[src/rtl/calc_entry_ctrl_if.sv]
// ALU request/acknowledge channel between the entry sequencer and the shared ALU.
// The sequencer is the master: it raises alu_req with a stable op/a/b and waits for
// the single-cycle alu_ack strobe that carries the result and error flag.
interface calc_entry_ctrl_if #(
    parameter int W = 16
);
    logic         alu_req;
    logic [1:0]   alu_op;
    logic [W-1:0] alu_a;
    logic [W-1:0] alu_b;
    logic         alu_ack;
    logic [W-1:0] alu_res;
    logic         alu_err;

    modport master (
        output alu_req, alu_op, alu_a, alu_b,
        input  alu_ack, alu_res, alu_err
    );

    modport slave (
        input  alu_req, alu_op, alu_a, alu_b,
        output alu_ack, alu_res, alu_err
    );
endinterface

[src/rtl/calc_entry_ctrl.sv]
// Keypad/function-key sequencer for the calculator datapath.
// Keys are synchronised, rising-edge detected, and accepted only when exactly one new
// edge appears in a cycle. Digits build operand A or B, operator keys launch the ALU
// through a req/ack handshake (with chaining), and the displayed value is presented with
// a one-cycle update strobe.
module calc_entry_ctrl #(
    parameter int W       = 16,
    parameter int MAX_DIG = 4,
    parameter int TIMEOUT = 255
) (
    input  logic                    clk,
    input  logic                    rst,
    input  logic [11:0]             swp,
    input  logic [7:0]              swd,
    calc_entry_ctrl_if.master       alu,
    output logic [W-1:0]            disp_val,
    output logic                    disp_upd,
    output logic [7:0]              led
);

    localparam int TW = $clog2(TIMEOUT + 1);
    // Function-key bits that mean something: ADD, SUB, MUL, DIV and EQ.
    localparam logic [7:0] SWD_KEYS = 8'b1111_0001;

    typedef enum logic [2:0] {
        ST_ENT_A = 3'd0,
        ST_OP    = 3'd1,
        ST_ENT_B = 3'd2,
        ST_EXEC  = 3'd3,
        ST_RES   = 3'd4,
        ST_ERR   = 3'd5
    } state_e;

    typedef enum logic [1:0] {
        OP_ADD = 2'b00,
        OP_SUB = 2'b01,
        OP_MUL = 2'b10,
        OP_DIV = 2'b11
    } alu_op_e;

    // Input synchroniser and previous-sample registers for edge detection.
    logic [11:0] swp_q, swp_qq;
    logic [7:0]  swd_q, swd_qq;

    // Operand and sequencing state.
    state_e        state;
    logic [W-1:0]  a_reg;
    logic [W-1:0]  b_reg;
    logic [3:0]    cnt;
    alu_op_e       pend_op;
    alu_op_e       next_op;
    logic          next_op_vld;
    logic          launch;
    logic [TW-1:0] timer;

    // Decoded key for this cycle.
    logic [11:0] swp_e;
    logic [7:0]  swd_e;
    logic [19:0] key_vec;
    logic        key_valid;
    logic        is_digit;
    logic [3:0]  digit_val;
    logic        is_clr;
    logic        is_bksp;
    logic        is_op;
    logic        is_eq;
    alu_op_e     key_op;

    // Append one decimal digit; the product wraps to W bits by construction.
    function automatic logic [W-1:0] push_digit(input logic [W-1:0] v, input logic [3:0] d);
        return (v << 3) + (v << 1) + W'(d);
    endfunction

    // Register raw switches once, then keep the previous sample for edge detection.
    always_ff @(posedge clk) begin
        // NOTE: sequential state uses non-blocking assignments so every flop samples
        // the pre-edge value of its neighbours, regardless of statement order.
        if (rst) begin
            swp_q  <= '0;
            swp_qq <= '0;
            swd_q  <= '0;
            swd_qq <= '0;
        end else begin
            swp_q  <= swp;
            swp_qq <= swp_q;
            swd_q  <= swd;
            swd_qq <= swd_q;
        end
    end

    assign swp_e     = swp_q & ~swp_qq;
    assign swd_e     = swd_q & ~swd_qq & SWD_KEYS;
    assign key_vec   = {swp_e, swd_e};
    assign key_valid = (key_vec != '0) && ((key_vec & (key_vec - 20'd1)) == '0);

    // Decode the single accepted key edge into its class and value.
    always_comb begin
        // NOTE: every output of this block gets a default first so no path leaves a
        // variable unassigned, which would otherwise infer a latch.
        is_digit  = 1'b0;
        digit_val = 4'd0;
        is_clr    = 1'b0;
        is_bksp   = 1'b0;
        is_op     = 1'b0;
        is_eq     = 1'b0;
        key_op    = OP_ADD;
        if (key_valid) begin
            for (int i = 3; i < 12; i++) begin
                if (swp_e[i]) begin
                    is_digit  = 1'b1;
                    digit_val = 4'(i - 2);
                end
            end
            if (swp_e[1]) begin
                is_digit  = 1'b1;
                digit_val = 4'd0;
            end
            is_clr  = swp_e[2];
            is_bksp = swp_e[0];
            is_eq   = swd_e[0];
            is_op   = |swd_e[7:4];
            if (swd_e[6]) key_op = OP_SUB;
            if (swd_e[5]) key_op = OP_MUL;
            if (swd_e[4]) key_op = OP_DIV;
        end
    end

    // Main sequencer: operand entry, ALU handshake, result/error handling, display.
    always_ff @(posedge clk) begin
        if (rst || is_clr) begin
            state       <= ST_ENT_A;
            a_reg       <= '0;
            b_reg       <= '0;
            cnt         <= '0;
            pend_op     <= OP_ADD;
            next_op     <= OP_ADD;
            next_op_vld <= 1'b0;
            launch      <= 1'b0;
            timer       <= '0;
            alu.alu_req <= 1'b0;
            alu.alu_op  <= OP_ADD;
            alu.alu_a   <= '0;
            alu.alu_b   <= '0;
            disp_val    <= '0;
            // Clearing a non-zero display is a visible change; a hard reset is silent.
            disp_upd    <= !rst && (disp_val != '0);
        end else begin
            disp_upd <= 1'b0;
            case (state)
                ST_ENT_A: begin
                    if (is_digit) begin
                        if (cnt < 4'(MAX_DIG)) begin
                            a_reg    <= push_digit(a_reg, digit_val);
                            disp_val <= push_digit(a_reg, digit_val);
                            cnt      <= cnt + 4'd1;
                            disp_upd <= 1'b1;
                        end
                    end else if (is_bksp) begin
                        if (cnt != '0) begin
                            a_reg    <= a_reg / W'(10);
                            disp_val <= a_reg / W'(10);
                            cnt      <= cnt - 4'd1;
                            disp_upd <= 1'b1;
                        end
                    end else if (is_op) begin
                        pend_op <= key_op;
                        cnt     <= '0;
                        state   <= ST_OP;
                    end
                end
                ST_OP: begin
                    if (is_op) begin
                        pend_op <= key_op;
                    end else if (is_digit) begin
                        b_reg    <= W'(digit_val);
                        disp_val <= W'(digit_val);
                        disp_upd <= 1'b1;
                        cnt      <= 4'd1;
                        state    <= ST_ENT_B;
                    end
                end
                ST_ENT_B: begin
                    if (is_digit) begin
                        if (cnt < 4'(MAX_DIG)) begin
                            b_reg    <= push_digit(b_reg, digit_val);
                            disp_val <= push_digit(b_reg, digit_val);
                            cnt      <= cnt + 4'd1;
                            disp_upd <= 1'b1;
                        end
                    end else if (is_bksp) begin
                        if (cnt != '0) begin
                            b_reg    <= b_reg / W'(10);
                            disp_val <= b_reg / W'(10);
                            cnt      <= cnt - 4'd1;
                            disp_upd <= 1'b1;
                        end
                    end else if (is_op || is_eq) begin
                        alu.alu_a   <= a_reg;
                        alu.alu_b   <= b_reg;
                        alu.alu_op  <= pend_op;
                        next_op     <= key_op;
                        next_op_vld <= is_op;
                        launch      <= 1'b1;
                        cnt         <= '0;
                        state       <= ST_EXEC;
                    end
                end
                ST_EXEC: begin
                    if (launch) begin
                        // Operands settled last cycle; raise the request now.
                        launch      <= 1'b0;
                        alu.alu_req <= 1'b1;
                        timer       <= '0;
                    end else if (alu.alu_req) begin
                        if (alu.alu_ack) begin
                            alu.alu_req <= 1'b0;
                            if (alu.alu_err) begin
                                disp_val <= '0;
                                disp_upd <= (disp_val != '0);
                                state    <= ST_ERR;
                            end else begin
                                a_reg    <= alu.alu_res;
                                disp_val <= alu.alu_res;
                                disp_upd <= 1'b1;
                                if (next_op_vld) begin
                                    pend_op <= next_op;
                                    state   <= ST_OP;
                                end else begin
                                    state   <= ST_RES;
                                end
                            end
                        end else if (timer == TW'(TIMEOUT - 1)) begin
                            alu.alu_req <= 1'b0;
                            disp_val    <= '0;
                            disp_upd    <= (disp_val != '0);
                            state       <= ST_ERR;
                        end else begin
                            timer <= timer + 1'b1;
                        end
                    end
                end
                ST_RES: begin
                    if (is_op) begin
                        pend_op <= key_op;
                        state   <= ST_OP;
                    end else if (is_digit) begin
                        a_reg    <= W'(digit_val);
                        disp_val <= W'(digit_val);
                        disp_upd <= 1'b1;
                        cnt      <= 4'd1;
                        state    <= ST_ENT_A;
                    end
                end
                ST_ERR: begin
                    // Parked until CLR; the display is already forced to zero.
                end
                default: begin
                    state <= ST_ENT_A;
                end
            endcase
        end
    end

    // Status LEDs come straight from registered state.
    assign led = {cnt, (state == ST_ERR), state};

endmodule

[src/flat_wrapper.sv]
// flat-port wrapper written by rule: the top's interface ports become plain ports
module calc_entry_ctrl_flat 
#(
    parameter int W       = 16,
    parameter int MAX_DIG = 4,
    parameter int TIMEOUT = 255
)
  (clk, rst, swp, swd, disp_val, disp_upd, led, alu_alu_req, alu_alu_op, alu_alu_a, alu_alu_b, alu_alu_ack, alu_alu_res, alu_alu_err);
  calc_entry_ctrl_if #(.W(W)) alu_i ();
  input  logic clk;
  input  logic rst;
  input  logic [11:0] swp;
  input  logic [7:0] swd;
  output logic [W-1:0] disp_val;
  output logic disp_upd;
  output logic [7:0] led;
  output wire logic [$bits(alu_i.alu_req)-1:0] alu_alu_req;
  output wire logic [$bits(alu_i.alu_op)-1:0] alu_alu_op;
  output wire logic [$bits(alu_i.alu_a)-1:0] alu_alu_a;
  output wire logic [$bits(alu_i.alu_b)-1:0] alu_alu_b;
  input wire logic [$bits(alu_i.alu_ack)-1:0] alu_alu_ack;
  input wire logic [$bits(alu_i.alu_res)-1:0] alu_alu_res;
  input wire logic [$bits(alu_i.alu_err)-1:0] alu_alu_err;
  assign alu_alu_req = alu_i.alu_req;
  assign alu_alu_op = alu_i.alu_op;
  assign alu_alu_a = alu_i.alu_a;
  assign alu_alu_b = alu_i.alu_b;
  assign alu_i.alu_ack = alu_alu_ack;
  assign alu_i.alu_res = alu_alu_res;
  assign alu_i.alu_err = alu_alu_err;
  calc_entry_ctrl #(.W(W), .MAX_DIG(MAX_DIG), .TIMEOUT(TIMEOUT)) u_core (.clk(clk), .rst(rst), .swp(swp), .swd(swd), .alu(alu_i), .disp_val(disp_val), .disp_upd(disp_upd), .led(led));
endmodule
[config.mk]
export PLATFORM = sky130hd
export DESIGN_NAME = calc_entry_ctrl_flat
export DESIGN_NICKNAME = d
export VERILOG_FILES = /design/src/rtl/calc_entry_ctrl_if.sv /design/src/rtl/calc_entry_ctrl.sv /design/src/flat_wrapper.sv
export SDC_FILE = /design/constraint.sdc
export NUM_CORES = 1
export LEC_CHECK = 0
export CORE_ASPECT_RATIO = 0.7
export CORE_MARGIN = 8
export CORE_UTILIZATION = 54
export DETAILED_ROUTE_END_ITERATION = 8
export PLACE_DENSITY = 0.75
export SKIP_LAST_GASP = 1
export SLEW_MARGIN = 15
export SYNTH_ARGS = -nofsm -noshare
export SYNTH_HDL_FRONTEND = slang
export SYNTH_SLANG_ARGS = --single-unit
export TNS_END_PERCENT = 100
[constraint.sdc]
create_clock -name clk -period 6.3 [get_ports clk]
set_clock_uncertainty 0.15 [all_clocks]
set_input_delay 1.26 -clock clk [delete_from_list [all_inputs] [get_ports clk]]
set_output_delay 1.26 -clock clk [all_outputs]
set_load 0.005 [all_outputs]
==> results of run 1 <==
==> cells by family after synthesis <==
family	after synthesis	synth area share
fa+ha+maj	68	0.07651
mux	20	0.01974
compound gates	489	0.2978
simple gates	590	0.2579
buf+inv	160	0.06099
xor+xnor	52	0.04036
flops	139	0.2466
==> where the power goes <==
group | leakage (nW) | internal (mW) | switching [mW]
combinational | 3.24 | 0.115 | 0.178
clock | 0.299 | 0.542 | 0.504
sequential | 1.13 | 0.893 | 0.0117
total | 4.66 | 1.55 | 0.694
==> worst min-delay path, cell delays in order (launching register included) <==
cell and delay [ns]:
dfxtp_1 0.31, nand2_1 0.05, a21oi_1 0.05
==> cells in the mapped netlist, drive strengths merged, types with 15 or more instances <==
| library cell | n |
|---|---|
| nand2 | 205 |
| nor2 | 127 |
| nor3 | 26 |
| ha | 57 |
| nor2b | 52 |
| buf | 43 |
| o22ai | 15 |
| dfxtp | 139 |
| o21ai | 66 |
| a21oi | 168 |
| inv | 45 |
| clkbuf | 69 |
| xnor2 | 37 |
| a211oi | 46 |
| nand3 | 35 |
| nand2b | 38 |
| xor2 | 15 |
| a221oi | 18 |
| o211ai | 16 |
==> metal layers <==
layer  vias to the layer above  GRT usage
met5                         -          0
met4                         0    0.06147
met3                        54    0.06237
met2                       536     0.3713
met1                      5432     0.3557
li1                       5623          -
==> final timing paths <==
path,startpoint,slack (ns),endpoint
setup / recovery,u_core.a_reg[13],0.38,u_core.disp_val[1]
hold / removal,u_core.alu.alu_a[11],0.30,u_core.alu.alu_a[11]
setup reg to reg,u_core.a_reg[13],0.38,u_core.disp_val[1]
hold reg to reg,u_core.alu.alu_a[11],0.30,u_core.alu.alu_a[11]
==> final cells by class <==
class	count	area [um^2]
clock buffer	17	425.4
inverter	48	180.2
multi-input combinational	1219	7874
timing repair buffer	129	1209
sequential	139	2784
clock inverter	15	188.9
tap	276	345.3
fill	1842	7584
==> through the flow <==
stage          hold slack, ns  cell area, um^2  utilization  setup TNS (ns)  worst slack (ns)
6_report               0.3048            13010       0.6317               0            0.3832
5_1_grt                0.3211            13010       0.6317        -0.03815          -0.03815
4_1_cts                0.3056            12950       0.6291               0            0.3068
3_5_place_dp           0.2946            12340       0.5993               0            0.3455
3_3_place_gp           0.2911            12340       0.5993               0            0.4210
2_1_floorplan          0.2797            11280            -               0             1.168
==> metrics.md, run 1 <==
| Metric | Value |
|---|---|
| Cells after Synth | 1518 |
| DRT Wirelength | 33470 um |
| Dpl hpwl | 23970 um |
| Failing checks | design-rule violations |
| Core area | 0.02059 mm^2 |
| Routed length on met3 | 2995 um |
| WP buf/inv | 1 |
| Met2 Wirelength | 14150 um |
| Syn Area/Cell | 7.433 um^2 |
| CP dominant cell by count | mux2i_1 |
| Post-synthesis async set-or-reset flop share | 0 |
| I/O pin count | 100 |
| Pins Over Slew Limit | 0 |
| Most frequent cells in the layout | nand2_1 (205), a21oi_1 (165), dfxtp_1 (138) |
| Final setup violation count | 0 |
| Full die area | 0.02585 mm^2 |
| CP cell instances | buf_4 > or3b_1 > and3_1 > o221a_2 > nor2_1 > o21ai_1 > a32o_1 > o31ai_1 > o221ai_4 > maj3_1 > mux2i_1 > and4b_1 > a21oi_4 > mux2i_1 > a211o_1 > a311oi_1 > o311ai_1 > a21oi_1 |
| Synth unique cells | 104 |
| Minimum clock period | 5.917 ns |
| Placed cells | 1811 |
| Crit path kind | register to register |
| Hold path depth | 2 |
| Clock Path Buffers | 2 |
| Drt wl/cell | 18.16 um |
| Seq/Total Area, Yosys | 0.2466 |
| CTS Buf Count | 17 |
| Worst relative slew slack | 0.2450 |
| CTS clock-pin slew for the worst setup and hold paths | 0.07 ns |
| Number of clock sinks | 139 |
| Max Freq | 169.0 MHz |
| H-tree Lvls | 4 |
| Max Cap Violations | 0 |
| Area share of the largest cell type after synthesis | 0.2466 |
| Largest net degree at the start of global routing | 93 |
| Detail Route Antenna Nets | 0 |
| Levels on crit path | 18 |
| Final Net Count | 1655 |
| Via density per instance | 6.319 |
| Mapped Nets | 1619 |
| Status | finished, violations left |
| CTS resizes | 0 |
| Crit-path max cell delay | 0.48 ns |
| Worst Max-Slew Pin Slew | 1.133 ns |
| Min-Delay Path Class | register to register |
| Leakage | 4.664 nW |
| First-pass GRT wire length | 53850 um |
| # DRC | 5 |
| Pre-antenna DRT Iters | 9 |
| IO buf count | 96 |
| DR iter-0 viols | 1480 |
| CTS tree | built |
| Post-synth EDFFs | 0 |
| Total power | 2.243 mW |
| Largest cells by area after synthesis | dfxtp_1 (25%), a21oi_1 (7.4%), nand2_1 (6.8%), ha_1 (6.3%), nor2_1 (4.2%) |
| # hold bufs at CTS | 0 |
| RSZ-0062 raised after global routing | yes |
| R2R cell count | 18 |
| Overall Global Routing Usage | 0.2500 |
| Max rail drop VDD | 0.0001813 V |
| Synth Flop Type | dfxtp_1 |
| Fraction of layout instances using a drive strength above 1 | 0.07977 |
| Worst-Skew Late Latency | 0.44 ns |
| CP required | 6.51 ns |
| Synth warn | 0 |
| Yosys top cell by area | dfxtp_1 |
| Vias | 11650 |
| Gr ovfl total | 0 |
| Startpoint Class | register |
| Worst path top cell family by delay | compound AO/OA/AOI/OAI gates |
| Diodes inserted | 0 |
| Post-Synthesis Cell Area | 0.01128 mm^2 |
| DIE WIDTH | 188.8 um |
| Top sig layer | met4 |
| Worst-path fanout max | 13 |
| Length of routed wiring on met1 | 15740 um |
| Final hold violations | 0 |
| Fin crit share | 0.9392 |
| Crit path max-delay cell type | a311oi_1 |
| Initial Utilization | 0.5480 |
| Setup bufs post-CTS | 0 |
| Worst Setup End Kind | register |
| Die span in y | 136.9 um |
| GPL Wtd Cong | 0.9600 |
| Initial antenna violation count | 0 |
| Vias in the first global route | 10400 |
| Final Non-Filler Cells | 1843 |
| Root Driver | clkbuf_16 |
| CP arrival | 6.13 ns |
| Area growth syn-to-layout | 15.27% |
| Power per cell area | 172.5 mW/mm^2 |
| Flops & latches, synth | 139 |
| Most common cell after layout, fill and taps aside | nand2_1 |
| Core Rows | 44 |
Power figures use the tool's default switching activity.
==> run 2, diff against run 1 <==
--- a/config.mk
+++ b/config.mk
@@ -5,9 +5,11 @@
 export SDC_FILE = /design/constraint.sdc
 export NUM_CORES = 1
 export LEC_CHECK = 0
+export ABC_CLOCK_PERIOD_IN_PS = 6300
 export CORE_ASPECT_RATIO = 0.7
 export CORE_MARGIN = 8
 export CORE_UTILIZATION = 54
+export CTS_CLUSTER_SIZE = 8
 export DETAILED_ROUTE_END_ITERATION = 8
 export PLACE_DENSITY = 0.75
 export SKIP_LAST_GASP = 1
==> results of run 2 <==
Final layout, timing and power as in run 1 (identical DEF).
